## src/rtl/sbox_fill_ctrl.sv

```systemverilog
// sbox_fill_ctrl: sequences filling of a 256-entry S-box with a permutation
// of 0..255 built from candidate bytes supplied by a chaotic generator.
// Duplicates are detected with a 256-bit used-map and either dropped
// (default build) or resolved by linear probing when SBOX_LINEAR_PROBE_EN
// is defined.
module sbox_fill_ctrl #(
  parameter int unsigned MAX_CONSEC_REJ = 4096,
  parameter int unsigned REJ_CNT_W      = 16
) (
  input  logic                 clk,
  input  logic                 rst,
  input  logic                 start,
  input  logic                 cand_valid,
  input  logic [7:0]           cand_data,
  output logic                 cand_ready,
  output logic                 sbox_clr,
  output logic                 sbox_we,
  output logic [7:0]           sbox_wdata,
  output logic [8:0]           fill_count,
  output logic [REJ_CNT_W-1:0] reject_count,
  output logic                 busy,
  output logic                 done,
  output logic                 error
);

  typedef enum logic [2:0] {
    S_IDLE  = 3'd0,
    S_CLEAR = 3'd1,
    S_FILL  = 3'd2,
`ifdef SBOX_LINEAR_PROBE_EN
    S_PROBE = 3'd3,
`endif
    S_DONE  = 3'd4,
    S_ERROR = 3'd5
  } state_t;

  localparam logic [REJ_CNT_W-1:0] REJ_MAX = {REJ_CNT_W{1'b1}};

  state_t       state;
  logic [255:0] used;
`ifdef SBOX_LINEAR_PROBE_EN
  logic [7:0]   probe;
`else
  localparam logic [16:0] CONSEC_LIMIT = 17'(MAX_CONSEC_REJ);
  logic [15:0]  consec;
`endif

  logic       accept;
  logic       hit;
  logic       wr_req;
  logic [7:0] wr_byte;
  logic       wr_last;

  // Decide whether a unique byte gets written this cycle and which byte it is.
  always_comb begin
    accept  = cand_valid & cand_ready;
    hit     = used[cand_data];
    wr_req  = 1'b0;
    wr_byte = cand_data;
    wr_last = (fill_count == 9'd255);
    if ((state == S_FILL) && accept && !hit) begin
      wr_req = 1'b1;
`ifdef SBOX_LINEAR_PROBE_EN
    end else if ((state == S_PROBE) && !used[probe]) begin
      wr_req  = 1'b1;
      wr_byte = probe;
`endif
    end else begin
      wr_req = 1'b0;
    end
  end

  // Control FSM with registered outputs; a write overrides the state update.
  always_ff @(posedge clk or posedge rst) begin
    if (rst) begin
      state        <= S_IDLE;
      used         <= '0;
      cand_ready   <= 1'b0;
      sbox_clr     <= 1'b0;
      sbox_we      <= 1'b0;
      sbox_wdata   <= 8'd0;
      fill_count   <= 9'd0;
      reject_count <= '0;
      busy         <= 1'b0;
      done         <= 1'b0;
      error        <= 1'b0;
`ifdef SBOX_LINEAR_PROBE_EN
      probe        <= 8'd0;
`else
      consec       <= 16'd0;
`endif
    end else begin
      sbox_clr <= 1'b0;
      sbox_we  <= 1'b0;
      case (state)
        S_IDLE, S_DONE, S_ERROR: begin
          if (start) begin
            state        <= S_CLEAR;
            sbox_clr     <= 1'b1;
            used         <= '0;
            fill_count   <= 9'd0;
            reject_count <= '0;
            busy         <= 1'b1;
            done         <= 1'b0;
            error        <= 1'b0;
`ifndef SBOX_LINEAR_PROBE_EN
            consec       <= 16'd0;
`endif
          end
        end
        S_CLEAR: begin
          state      <= S_FILL;
          cand_ready <= 1'b1;
        end
        S_FILL: begin
          if (accept && hit) begin
            if (reject_count != REJ_MAX) begin
              reject_count <= reject_count + {{(REJ_CNT_W-1){1'b0}}, 1'b1};
            end
`ifdef SBOX_LINEAR_PROBE_EN
            state      <= S_PROBE;
            probe      <= cand_data + 8'd1;
            cand_ready <= 1'b0;
`else
            consec <= consec + 16'd1;
            if (({1'b0, consec} + 17'd1) == CONSEC_LIMIT) begin
              state      <= S_ERROR;
              error      <= 1'b1;
              busy       <= 1'b0;
              cand_ready <= 1'b0;
            end
`endif
          end
        end
`ifdef SBOX_LINEAR_PROBE_EN
        S_PROBE: begin
          if (used[probe]) begin
            probe <= probe + 8'd1;
          end
        end
`endif
        default: begin
          state      <= S_IDLE;
          cand_ready <= 1'b0;
          busy       <= 1'b0;
        end
      endcase

      if (wr_req) begin
        sbox_we         <= 1'b1;
        sbox_wdata      <= wr_byte;
        used[wr_byte]   <= 1'b1;
        fill_count      <= fill_count + 9'd1;
`ifndef SBOX_LINEAR_PROBE_EN
        consec          <= 16'd0;
`endif
        if (wr_last) begin
          state      <= S_DONE;
          done       <= 1'b1;
          busy       <= 1'b0;
          cand_ready <= 1'b0;
        end else begin
          state      <= S_FILL;
          cand_ready <= 1'b1;
        end
      end
    end
  end

endmodule

```

## config.mk

```make
export PLATFORM = sky130hd
export DESIGN_NAME = sbox_fill_ctrl
export DESIGN_NICKNAME = d
export VERILOG_FILES = /design/src/rtl/sbox_fill_ctrl.sv
export SDC_FILE = /design/constraint.sdc
export NUM_CORES = 1
export LEC_CHECK = 0
export ABC_AREA = 1
export CORE_ASPECT_RATIO = 0.9
export CORE_UTILIZATION = 58
export CTS_BUF_LIST = sky130_fd_sc_hd__clkbuf_8
export DETAILED_ROUTE_END_ITERATION = 6
export PLACE_DENSITY = 0.85
export SYNTH_ARGS = -nofsm -noshare
export SYNTH_HDL_FRONTEND = slang
export SYNTH_SLANG_ARGS = --single-unit
```

## constraint.sdc

```tcl
create_clock -name clk -period 10.05 [get_ports clk]
set_input_delay 2.01 -clock clk [delete_from_list [all_inputs] [get_ports clk]]
set_output_delay 2.01 -clock clk [all_outputs]
set_load 0.05 [all_outputs]
```

==> results.md, run 1 <==
* Worst-case clock buffer depth at 3
* Syn avg cell area at 7.25 um2
* Fin nets at 2239
* Area of the multi-input gates at just over 7000 um2
* Antenna fix cells at 0
* Hold Path Class: flop to flop
* Syn nets at 2255
* CTS Root Cell: clkbuf_8
* Final setup violation count at 0
* Post-DR wirelength/cell at 17.2 um
* FF-to-FF Start: state[0]
* Area grow syn2layout at 9.28%
* Post-CTS sizing at 0
* DIE AREA at 28600 um2
* Setup Skew at around 0.038 ns
* Fin area at 17700 um2
* EDFF count, synth at 0
* Slowest CP cell: inv_2
* Worst slew margin at 0.0590
* Setup ws final at 3.33 ns
* CP top delay family: buffers and inverters
* Static leakage at 7.93 nW
* Power per cell area at 173 nW/um2
* Clock slew at reported path FFs at 0.06 ns
* Vias per inst at 5.86
* R2R setup slack at 5.77 ns
* Die width at 178 um
* Pre-CTS setup slack at ~3 ns
* Synthesis-stage register bit count at 314
* Crit path launch: cand_data[1]
* Mapped cell area at 16200 um2
* FF+latch area at 7860 um2
* Synth unique cells at 35
* CP Launch Type: input pin
* Most used cell along the critical path: nand2_1
* Share of layout cells above drive strength 1 at 0.0567
* Initial antenna violation count at 0
* Commonest non-fill, non-tap cell in the layout: nand2_1
* VDD IR-drop max at 0.000130 V
* Num rows at 57
* Fin. max-slew vios at 0
* Routability cong. at 0.898
* Worst-margin pin slew at 1.41 ns
* Setup TNS at 0 ns
* Initial Utilization at 0.596
* Synthesis Warnings at 0
* Detailed-route via count at 15300
* # H-tree levels at 2
* First-pass detailed-route iteration total at 6
* Post-CTS Hold Buffers at 0
* Crit path time final at 6.72 ns
* CP arrival at 7.22 ns
* CTS tree: done
* Crit Path Category: input pin to flop
* Period utilization at 0.668
* Worst R2R End: used[189]
* Num CTS Buffers at 50
* Detailed Place HPWL at between 20 and 30 mm
* CP Depth at 22
* Most frequent cells in the layout: nand2_1, dfrtp_1, o21ai_0, o21ai_1, inv_1
* 1st-iter DRT viols at 2127
* CP max stage delay at 0.91 ns
* Largest net degree at the start of global routing at 172
* Top FF cell, synth: dfrtp_1
* Wirelength, routed at ~45 mm
* Filler cell count at 2273
* Critical Path End Type: flop
* Hold slack at 0.483 ns
* RSZ-0062 raised after global routing: no
* Number of port buffers at 50
* FMAX at 0.149 GHz
* Number of max-cap violations at 0
* Register area share after synthesis at 0.484
* Postcts setup bufs at 0
* Crit path buf inv count at 6
* Clk_lat worst skew at between 0.6 and 0.7 ns
* Post-Place Cell Area at 16700 um2
* Vias in the first global route at 14500
* Ports at slightly above 50
* FFs w/ async S/R, synth at 1.00
* CP Data Required Time at 10.55 ns
* Clk sinks at 314
* Syn Inst Count at 2238
* Critical path cell sequence: buf_2, buf_4, inv_2, buf_4, nand2_1, nor2_1, nor2_1, nand2_1, nand2_1, nand2_1, nor2_1, nor2_1, nor2_1, nand2_1, nand2_1, nand2_1, nor2_4, nand2_8, inv_2, buf_4, nand3_1, o21ai_1
* Drt drc at 0
* Die height at about 160 um
* Final hold vios at 0
* Tot Pwr at ~0.003 W
* GRT Total Usage at 0.324
* Overflow after GRT at 0
* Status: complete, no violations
* Final ANT Viol Nets at 0
* Critical Path Sink: used[189]
* First-pass GRT wire length at 74.2 mm
* Crit Path Max Fanout at 93
* Core Area at 27200 um2
* FF-to-FF path depth at 8
## per-stage QoR
stage | utilization | std cells
floorplan | - | 2238
global placement | 0.612 | 2524
detailed placement | 0.612 | 2524
CTS | 0.651 | 2612
global route | 0.651 | 2612
finish | 0.651 | 2612
## per-layer routing
layer	wire, um	up-vias	global-route usage
met1	18500	7242	0.454
met2	20100	883	0.489
met4	1510	0	0.130
met5	0	-	0
li1	-	7047	-
met3	4900	133	0.0727
## cell type report
type | count | area share
timing repair buffer | 73 | 0.0392
clock buffer | 67 | 0.0520
multi-input combinational | 1633 | 0.401
inverter | 150 | 0.0321
tap | 354 | 0.0250
clock inverter | 21 | 0.00762
sequential | 314 | 0.443
## flip-flops by register name, indices dropped and copies added (netlist names)
signal,count
sbox_wdata,8
fill_count,9
cand_ready,1
sbox_we,1
reject_count,16
consec,16
error,1
used,256
busy,1
done,1
state,3
sbox_clr,1
## worst reg2reg max path: cells and delay by family (launching register included)
kind	cells	cell delay, ns
AOI/OAI and AO/OA	1	0.16
buffers and inverters	3	2.06
DFF	1	0.40
and+or+nand+nor	4	1.56
## report_power, final
| group | switching [W] | internal, W | total [W] |
|---|---|---|---|
| sequential | 0.0000299 | 0.00130 | 0.00133 |
| clock | 0.000523 | 0.000621 | 0.00114 |
| combinational | 0.000478 | 0.000108 | 0.000586 |
| total | 0.00103 | 0.00203 | 0.00307 |
## Yosys cell counts (all sizes together) (5+ instances only)
library cell,instances,area share
nand2,927,0.21
ha,5,0.0039
clkbuf,70,0.016
nand3,128,0.040
o21ai,368,0.11
xor2,20,0.011
inv,148,0.034
dfrtp,314,0.48
nand4,13,0.0050
buf,71,0.030
nor3,14,0.0046
xnor2,5,0.0027
nor2,132,0.031
## worst min path at each step
stage | start | depth (start not counted) | to
after floorplan | state[1] | 1 | busy
after global placement | state[1] | 1 | busy
after detailed placement | state[1] | 1 | busy
after CTS | state[1] | 1 | busy
after global routing | used[138] | 2 | used[138]
final | state[1] | 1 | busy
## cells by family after synthesis
group / synth area share
multiplexers: 0.000617
buffers and inverters: 0.0810
AND/OR/NAND/NOR: 0.300
adder cells (fa/ha/maj): 0.00386
XOR/XNOR: 0.0135
flip-flops: 0.484
AO/OA/AOI/OAI: 0.117
Note: power is estimated with default switching activity, not from simulation.
==> run 2: changes to the inputs <==
clock period = 5.38 ns   (was 10.05 ns; I/O delays follow)
==> run 2 against run 1 <==
Effect of this change: cell area is 0.48% higher; worst setup slack worse by 1.9 ns; global-route usage grew 0.43 points; sequential power increased by 88%; worst hold slack improved by 0.0020 ns; register-to-register slack lost 3.5 ns; count of clock-buffer cells in the layout down 6; clock power up 76%; sequential share of layout area shrank 0.21 points; via count is 0.69% higher; critical path depth fell by 4; utilization grew 0.31 points; largest power group unchanged.
==> results.md, run 2 (synthesized netlist as in run 1, its figures left out) <==
* Vias in the first global route at 14700 (+1.6%)
* CTS tree: done
* Fin. max-slew vios at 0 (unchanged)
* Number of port buffers at 50 (unchanged)
* Number of max-cap violations at 0 (unchanged)
* Die width at 178 um (unchanged)
* Setup TNS at 0 ns (unchanged)
* Share of layout cells above drive strength 1 at 0.0561 (-0.000572)
* Setup Skew at 0.0331 ns (-0.00506 ns)
* Final hold vios at 0 (unchanged)
* Metal2 WL at 20.4 mm (+1.6%)
* FMAX at 0.251 GHz
* # H-tree levels at 2 (unchanged)
* First-pass GRT wire length at 75.2 mm (+1.4%)
* Post-CTS sizing at 0 (unchanged)
* Critical Path End Type: flop
* Worst-case clock buffer depth at 3 (unchanged)
* DR top layer: met4
* Met1 wire length at 18.2 mm (-1.2%)
* Num rows at 57 (unchanged)
* FF+latch area at 7860 um2 (unchanged)
* Commonest non-fill, non-tap cell in the layout: nand2_1
* Crit Path Max Fanout at 108 (+16%)
* Num CTS Buffers at 51 (+2.0%)
* GRT Total Usage at 0.328 (+0.00428)
* Fin nets at 2261 (+0.98%)
* Final setup violation count at 0 (unchanged)
* First-pass detailed-route iteration total at 5 (-1)
* Crit Path Category: input pin to flop
* Detailed Place HPWL at 27.5 mm (+7.4%)
* Initial antenna violation count at 1 (+1)
* Area grow syn2layout at 9.81%
* Top flop regs: used x256, consec x16, reject_count x16
* Final ANT Viol Nets at 0 (unchanged)
* Clock slew at reported path FFs at 0.06 ns (about the same)
* RSZ-0062 raised after global routing: no
* Filler cell count at 2273 (unchanged)
* CP Data Required Time at 5.76 ns (-4.79 ns)
* Post-DR wirelength/cell at 17.3 um (+0.77%)
* Hold Crit Start: used[119]
* Wirelength, routed at 45.7 mm (+1.7%)
* Power per cell area at 315 nW/um2 (+82%)
* Static leakage at 8.05 nW (+1.5%)
* VDD IR-drop max at 0.000203 V (+56%)
* Tot Pwr at 0.00562 W (+83%)
* Core Area at 27200 um2 (unchanged)
* Period utilization at 0.741
* Reg with most FFs: used
* Largest net degree at the start of global routing at 143 (-17%)
* FF-to-FF Start: state[0]
* CTS Root Cell: clkbuf_8
* Clk_lat worst skew at 0.59 ns (-0.04 ns)
* Worst-margin pin slew at 1.38 ns (-0.0220 ns)
* 1st-iter DRT viols at 1945 (-8.6%)
* Crit path time final at between 3 and 4 ns
* Die height at 161 um (unchanged)
* Detailed-route via count at 15400 (+0.69%)
* Clk sinks at 314 (unchanged)
* CP arrival at 4.37 ns (-2.85 ns)
* Overflow after GRT at 0 (unchanged)
* Status: complete, no violations
* Post-CTS Hold Buffers at 0 (unchanged)
* Metal3 WL at 5.54 mm (+13%)
* CP Launch Type: input pin
* Most frequent cells in the layout: nand2_1, dfrtp_1, o21ai_0, o21ai_1, inv_1
* Vias per inst at 5.85 (-0.22%)
* Ports at 51 (unchanged)
* Hold Path Class: flop to flop
* Worst slew margin at 0.0737 (+0.0147)
* DIE AREA at 28600 um2 (unchanged)
* Postcts setup bufs at 0 (unchanged)
* Largest register FFs at 256 (unchanged)
* Drt drc at 0 (unchanged)
* Routability cong. at 0.915 (+1.8%)
* Crit path launch: cand_data[0]
* Initial Utilization at 0.596 (unchanged)
* Area of the multi-input gates at 7080 um2 (-0.42%)
[run 2: cell type report]
type                    count  share of cell area
flip-flops and latches    314               0.441
multi-input cells        1633               0.397
repair buffers             94              0.0492
clock buffers              61              0.0471
inverters                 150              0.0320
well taps                 354              0.0249
clock inverters            29             0.00829
diodes                      1            0.000140
[run 2: metal layers]
metal / GRT usage / vias to the layer above
met3: 0.0760 / 146
met4: 0.120 / 0
li1: - / 7078
met5: 0 / -
met2: 0.498 / 978
met1: 0.461 / 7209
[run 2: through the flow]
step           utilization  worst slack [ns]  hold WS, ns  std cells  cell area (um2)
2_1_floorplan            -             0.121        0.443       2238            16200
3_3_place_gp         0.618              1.08        0.459       2545            16800
3_5_place_dp         0.618             0.940        0.473       2545            16800
4_1_cts              0.654              1.54        0.487       2635            17800
5_1_grt              0.654              1.15        0.504       2636            17800
6_report             0.654              1.39        0.485       2636            17800
[run 2: where the power goes]
| part | internal, W | switching (W) | leakage, nW |
|---|---|---|---|
| Combinational | 0.000217 | 0.000894 | 3.09 |
| Clock | 0.00107 | 0.000942 | 0.592 |
| Sequential | 0.00244 | 0.0000585 | 4.37 |
| Total | 0.00373 | 0.00189 | 8.05 |
[run 2: final timing paths]
path / to / slack [ns] / depth (start not counted)
worst min register to register: used[119] / 0.48 / 2
worst max-delay path: used[184] / 1.39 / 18
worst min-delay path: used[119] / 0.48 / 2
worst max register to register: used[184] / 2.24 / 6
max in group asynchronous: reject_count[8] / 3.16 / 3
min in group asynchronous: used[69] / 1.06 / 2
[run 2: critical path, cell delays in order]
cell and delay, ns:
buf_6 0.10, buf_4 0.54, nand2_1 0.40, nor2_1 0.23
nor2_1 0.08, nand2_1 0.09, nand2_1 0.05, nand2_1 0.08
nor2_1 0.04, nor2_1 0.08, nor2_1 0.05, nand2_1 0.06
nand2_1 0.05, nand2_1 0.10, nor2_4 0.08, nand2_8 0.12
buf_4 0.78, o21ai_0 0.22
